<file path="src/rtl/fcw_note_sequencer_if.sv">
// Port-sharing bundle between the note sequencer, the host config requester and the
// single-port 4 x 24-bit FCW register file. The sequencer takes the slave view.
interface fcw_note_sequencer_if;
    logic        cfg_valid;
    logic        cfg_ready;
    logic [1:0]  cfg_addr;
    logic [23:0] cfg_fcw;
    logic        ram_wr_en;
    logic [1:0]  ram_addr;
    logic [23:0] ram_d_in;
    logic [23:0] ram_d_out;

    // Environment side: host requester plus the FCW file.
    modport master (
        output cfg_valid, cfg_addr, cfg_fcw, ram_d_out,
        input  cfg_ready, ram_wr_en, ram_addr, ram_d_in
    );

    // Sequencer side.
    modport slave (
        input  cfg_valid, cfg_addr, cfg_fcw, ram_d_out,
        output cfg_ready, ram_wr_en, ram_addr, ram_d_in
    );
endinterface

</file>
<file path="src/rtl/fcw_note_sequencer.sv">
// FCW note sequencer: sole master of the FCW file port. Plays slots 0..NOTES-1 in a loop,
// holding each fetched FCW for note_cycles+1 cycles, and lets host writes through whenever
// the port is not needed for a playback fetch.
// Optional macro FCW_LIVE_UPDATE_EN: a write to the slot currently playing also updates
// fcw immediately instead of waiting for that slot's next fetch.
module fcw_note_sequencer #(
    parameter int unsigned NOTES = 4,
    parameter int unsigned DUR_W = 24
) (
    input  logic                 clk,
    input  logic                 rst,
    input  logic                 play,
    input  logic [DUR_W-1:0]     note_cycles,
    fcw_note_sequencer_if.slave  bus,
    output logic [23:0]          fcw,
    output logic                 fcw_valid,
    output logic [1:0]           note_idx,
    output logic                 seq_wrap
);

`ifdef FCW_LIVE_UPDATE_EN
    localparam bit LiveUpdate = 1'b1;
`else
    localparam bit LiveUpdate = 1'b0;
`endif

    localparam logic [1:0] LastIdx = 2'(NOTES - 1);

    typedef enum logic [1:0] {StIdle, StFetch, StPlay} state_e;

    state_e             state_q, state_d;
    logic [1:0]         note_idx_q, note_idx_d;
    logic [23:0]        fcw_q, fcw_d;
    logic               fcw_valid_q, fcw_valid_d;
    logic               seq_wrap_q, seq_wrap_d;
    logic [DUR_W-1:0]   cnt_q, cnt_d;
    logic               cfg_ready;
    logic               accept;

    // Port arbitration: playback fetch owns the port; otherwise host writes pass through.
    always_comb begin
        cfg_ready     = (state_q != StFetch);
        // Gated by rst so no write can leak out while reset is held.
        accept        = bus.cfg_valid && cfg_ready && rst;
        bus.cfg_ready = cfg_ready;
        bus.ram_wr_en = accept;
        bus.ram_addr  = accept ? bus.cfg_addr : note_idx_q;
        bus.ram_d_in  = bus.cfg_fcw;
    end

    // Playback next-state: fetch, hold for the programmed duration, advance or stop.
    always_comb begin
        state_d     = state_q;
        note_idx_d  = note_idx_q;
        fcw_d       = fcw_q;
        fcw_valid_d = fcw_valid_q;
        cnt_d       = cnt_q;
        unique case (state_q)
            StIdle: begin
                fcw_d       = '0;
                fcw_valid_d = 1'b0;
                note_idx_d  = '0;
                if (play) begin
                    state_d = StFetch;
                end
            end
            StFetch: begin
                if (play) begin
                    fcw_d       = bus.ram_d_out;
                    fcw_valid_d = 1'b1;
                    // A zero duration still plays one PLAY cycle.
                    cnt_d       = (note_cycles == '0) ? '0 : note_cycles - DUR_W'(1);
                    state_d     = StPlay;
                end
            end
            StPlay: begin
                if (play) begin
                    if (LiveUpdate && accept && (bus.cfg_addr == note_idx_q)) begin
                        fcw_d = bus.cfg_fcw;
                    end
                    if (cnt_q == '0) begin
                        note_idx_d = (note_idx_q == LastIdx) ? 2'd0 : note_idx_q + 2'd1;
                        state_d    = StFetch;
                    end else begin
                        cnt_d = cnt_q - DUR_W'(1);
                    end
                end
            end
            default: state_d = StIdle;
        endcase
        // Stopping always returns to a clean slot-0 restart point.
        if (state_q != StIdle && !play) begin
            state_d     = StIdle;
            note_idx_d  = '0;
            fcw_d       = '0;
            fcw_valid_d = 1'b0;
            cnt_d       = '0;
        end
        // Registered look-ahead so the pulse lands in the last cycle of the final slot.
        seq_wrap_d = (state_d == StPlay) && (cnt_d == '0) && (note_idx_d == LastIdx);
    end

    // State and output registers.
    always_ff @(posedge clk or negedge rst) begin
        if (!rst) begin
            state_q     <= StIdle;
            note_idx_q  <= '0;
            fcw_q       <= '0;
            fcw_valid_q <= 1'b0;
            seq_wrap_q  <= 1'b0;
            cnt_q       <= '0;
        end else begin
            state_q     <= state_d;
            note_idx_q  <= note_idx_d;
            fcw_q       <= fcw_d;
            fcw_valid_q <= fcw_valid_d;
            seq_wrap_q  <= seq_wrap_d;
            cnt_q       <= cnt_d;
        end
    end

    assign fcw       = fcw_q;
    assign fcw_valid = fcw_valid_q;
    assign note_idx  = note_idx_q;
    assign seq_wrap  = seq_wrap_q;

endmodule

</file>
<file path="src/flat_wrapper.sv">
// flat-port wrapper written by rule: the top's interface ports become plain ports
module fcw_note_sequencer_flat 
#(
    parameter int unsigned NOTES = 4,
    parameter int unsigned DUR_W = 24
)
  (clk, rst, play, note_cycles, fcw, fcw_valid, note_idx, seq_wrap, bus_cfg_valid, bus_cfg_addr, bus_cfg_fcw, bus_ram_d_out, bus_cfg_ready, bus_ram_wr_en, bus_ram_addr, bus_ram_d_in);
  fcw_note_sequencer_if bus_i ();
  input  logic clk;
  input  logic rst;
  input  logic play;
  input  logic [DUR_W-1:0] note_cycles;
  output logic [23:0] fcw;
  output logic fcw_valid;
  output logic [1:0] note_idx;
  output logic seq_wrap;
  input wire logic [$bits(bus_i.cfg_valid)-1:0] bus_cfg_valid;
  input wire logic [$bits(bus_i.cfg_addr)-1:0] bus_cfg_addr;
  input wire logic [$bits(bus_i.cfg_fcw)-1:0] bus_cfg_fcw;
  input wire logic [$bits(bus_i.ram_d_out)-1:0] bus_ram_d_out;
  output wire logic [$bits(bus_i.cfg_ready)-1:0] bus_cfg_ready;
  output wire logic [$bits(bus_i.ram_wr_en)-1:0] bus_ram_wr_en;
  output wire logic [$bits(bus_i.ram_addr)-1:0] bus_ram_addr;
  output wire logic [$bits(bus_i.ram_d_in)-1:0] bus_ram_d_in;
  assign bus_i.cfg_valid = bus_cfg_valid;
  assign bus_i.cfg_addr = bus_cfg_addr;
  assign bus_i.cfg_fcw = bus_cfg_fcw;
  assign bus_i.ram_d_out = bus_ram_d_out;
  assign bus_cfg_ready = bus_i.cfg_ready;
  assign bus_ram_wr_en = bus_i.ram_wr_en;
  assign bus_ram_addr = bus_i.ram_addr;
  assign bus_ram_d_in = bus_i.ram_d_in;
  fcw_note_sequencer #(.NOTES(NOTES), .DUR_W(DUR_W)) u_core (.clk(clk), .rst(rst), .play(play), .note_cycles(note_cycles), .bus(bus_i), .fcw(fcw), .fcw_valid(fcw_valid), .note_idx(note_idx), .seq_wrap(seq_wrap));
endmodule
</file>
<file path="config.mk">
export PLATFORM = sky130hd
export DESIGN_NAME = fcw_note_sequencer_flat
export DESIGN_NICKNAME = d
export VERILOG_FILES = /design/src/rtl/fcw_note_sequencer_if.sv /design/src/rtl/fcw_note_sequencer.sv /design/src/flat_wrapper.sv
export SDC_FILE = /design/constraint.sdc
export NUM_CORES = 1
export LEC_CHECK = 0
export ABC_AREA = 1
export BUFFER_PORTS_ARGS = -buffer_cell sky130_fd_sc_hd__buf_2
export CAP_MARGIN = 20
export CORE_MARGIN = 2
export CORE_UTILIZATION = 54
export CTS_BUF_LIST = sky130_fd_sc_hd__clkbuf_16
export CTS_CLUSTER_SIZE = 28
export DETAILED_ROUTE_END_ITERATION = 6
export HOLD_SLACK_MARGIN = 0.02
export MAX_ROUTING_LAYER = met4
export PLACE_DENSITY = 0.84
export SETUP_SLACK_MARGIN = 0.4
export SYNTH_ARGS = -nofsm -noshare
export SYNTH_HDL_FRONTEND = slang
export SYNTH_SLANG_ARGS = --single-unit
export TNS_END_PERCENT = 30
</file>
<file path="constraint.sdc">
create_clock -name clk -period 2.2 [get_ports clk]
set_input_delay 0.22 -clock clk [delete_from_list [all_inputs] [get_ports clk]]
set_output_delay 0.22 -clock clk [all_outputs]
set_load 0.02 [all_outputs]
</file>
==> reports/results.ini <==
[run_status]
outcome=completed

[synthesis]
yosys_warnings=0
syn_area_sq_um=4790
yosysTopAreaCell=dfrtp_1
ys_top_cells_by_count=nand2_1, inv_1, nand3_1
synth_edf_count=0
ys_ff_latch=54
syn_nets=814
ys_top_cells_by_area=dfrtp_1, nand2_1, nand3_1
yosysSeqAreaShare_pct=28.2
syn_area_per_cell_sq_um=6.60
synth.distinct_cells=39
synth_cells=727
yosysTopAreaCellShare_pct=28.2
yosysMostFrequentCell=nand2_1
ys.flop_type=dfrtp_1
synthArstFlopShare_pct=100

[final_layout]
drive_above_1_share_pct=25.9
final_cells=925
num-fill-cells=765
antennaDiodeCount=0
nets=903
syn2layout_area_growth_pct=17.8

[detailed_routing]
drt_drc_violations_left=0
drtIter0Drc=425
drt_first_pass_iters=5
wire_per_inst_um=15.7
num_vias=5198
ant_nets=0
routed_wirelength_um=14600
via_per_inst=5.62

[sta]
finClkSkew_ns=0.00284
fin_crit_sh_pct=98.0
rsz0062_at_grt=yes
fmax_mhz=464
setup_viol=0
worst_slew_pin_slew_ns=0.705
fin_crit_ns=2.16
slew_violations=0
setup_slack_ns=0.0439
max_slew_margin_pct=53.0
hold_viol_final=0

[clocking]
clock_path_buffers=2
numCtsBuffers=5
insertion_delay_ns=0.30
cts_root_buffer=clkbuf_16
cts_tree=built
h-tree-depth=2
cts.sinks=54
path_clk_slew_ns=0.07

[grt]
grtUsageMet2_pct=49.5
antenna_found_initial=0
grt_util_met1_pct=38.7
grt_pass1_wl_um=23200
gr-usage-met3_pct=3.94
grt_start_max_net_pins=55
grt-ovfl-total=0
grt_pass1_vias=4893
grt.total_usage_pct=30.6
grt-busiest-layer=met2

[worst_setup_path]
startpoint_type=flop
reg2regPathDepth=16
r2r-start=u_core.cnt_q[1]$_DFF_PN0_
required_ns=2.39
r2r_end=u_core.seq_wrap$_DFF_PN0_
critPathArrivalTime_ns=2.35
reg2reg_slack_ns=0.04
end_kind=flop
crit_path_max_fanout=5
path_class=flop to flop

[die]
die_w_um=98.2
io_pins=134
fp.dieArea_sq_um=9650
initial_utilization_pct=55.2
coreArea_sq_um=8680
rows=34
die-height_um=98.2

[placement]
io_buffers=85
dpl.cell_count=903
globalplace.congestion=0.989
dpl.hpwl_um=11000
dp_slack_ns=0.0444

[power_and_ir_drop]
fin_total_pwr_mw=7.74
power_leakage_nw=3.00
peakVddDrop_uv=1080
power_density_nw_per_um2=1370

[flow_run]
drv_cap=0

[min_path]
hp-class=primary input to async pin

-- critical path: stages, from the launching register on --
cell and delay (ns):
dfrtp_1 0.40, inv_2 0.09, ha_2 0.20, nand2_2 0.10, inv_2 0.08, nand2_2 0.09, nor3_4 0.29, buf_4 0.16
nand2_1 0.04, o21ai_1 0.13, nand3_1 0.10, nand2_1 0.07, nand2_1 0.07, nand2_1 0.07, nor2_1 0.04, nand3_1 0.07
nor2_1 0.04
-- how the worst max path moves through the flow --
stage / slack, ns / start / depth (start not counted) / end
finish: 0.04 / u_core.cnt_q[1]$_DFF_PN0_ / 16 / u_core.seq_wrap$_DFF_PN0_
global route: -0.09 / u_core.cnt_q[0]$_DFF_PN0_ / 19 / u_core.seq_wrap$_DFF_PN0_
CTS: 0.12 / u_core.cnt_q[0]$_DFF_PN0_ / 19 / u_core.seq_wrap$_DFF_PN0_
detailed placement: 0.04 / u_core.state_q[0]$_DFF_PN0_ / 6 / u_core.fcw[12]$_DFFE_PN0P_
global placement: 0.11 / u_core.state_q[0]$_DFF_PN0_ / 14 / u_core.seq_wrap$_DFF_PN0_
floorplan: 0.36 / u_core.cnt_q[0]$_DFF_PN0_ / 18 / u_core.seq_wrap$_DFF_PN0_
-- metrics by stage --
stage,setup TNS (ns),area [sq um],hold slack [ns],util (%)
2_1_floorplan,0,4800,-0.0756,-
3_3_place_gp,0,5280,0.440,60.8
3_5_place_dp,0,5280,0.440,60.8
4_1_cts,0,5500,0.140,63.3
5_1_grt,-0.0892,5650,0.142,65.1
6_report,0,5650,0.104,65.1
-- registers in the layout (all words and copies together), names as in the netlist --
name	count
u_core.fcw	24
u_core.cnt_q	24
u_core.note_idx	2
u_core.fcw_valid	1
u_core.state_q	2
u_core.seq_wrap	1
-- timing repair --
action / CTS / global route
setup buffers: 7 / 6
hold buffers: 0 / 0
endpoints found under the setup margin: 42 / 55
resized for setup: 5 / 30
pin swaps: 3 / 6
gates cloned: 0 / 1
-- final cells by class --
cell class / instances / area (sq um) / area share, %
flip-flops and latches: 54 / 1350 / 24.0
well taps: 108 / 135 / 2.39
inverters: 115 / 440 / 7.80
repair buffers: 126 / 795 / 14.1
multi-input cells: 514 / 2780 / 49.2
clock inverters: 3 / 20.0 / 0.355
clock buffers: 5 / 125 / 2.22
-- routing by layer --
layer / part of all wire, % / up-vias
met4: 3.9 / 0
met2: 47 / 287
li1: - / 2479
met1: 41 / 2391
met3: 7.8 / 41
met5: 0 / -
-- report_power, final --
| part | switching, mW | internal [mW] | total (mW) |
|---|---|---|---|
| clock | 0.384 | 0.423 | 0.808 |
| combinational | 3.29 | 1.89 | 5.18 |
| sequential | 0.375 | 1.38 | 1.75 |
-- placed cells by master (no fill, tap or decap), types with 14 or more instances in the layout --
cell type / count
o21ai_0: 31
nor2_4: 14
nor2_2: 18
nand2_1: 171
buf_4: 35
nand2_2: 14
dfrtp_1: 53
inv_1: 103
buf_2: 85
nand3_1: 81
a21oi_1: 27
a22o_1: 24
nor2_1: 61
-- logic make-up after synthesis --
| family | synth area share (%) |
|---|---|
| AND/OR/NAND/NOR | 38.3 |
| buffers and inverters | 15.9 |
| AO/OA/AOI/OAI | 13.3 |
| flip-flops | 28.2 |
| XOR/XNOR | 2.01 |
| adder cells (fa/ha/maj) | 2.35 |
Power figures use the tool's default switching activity.
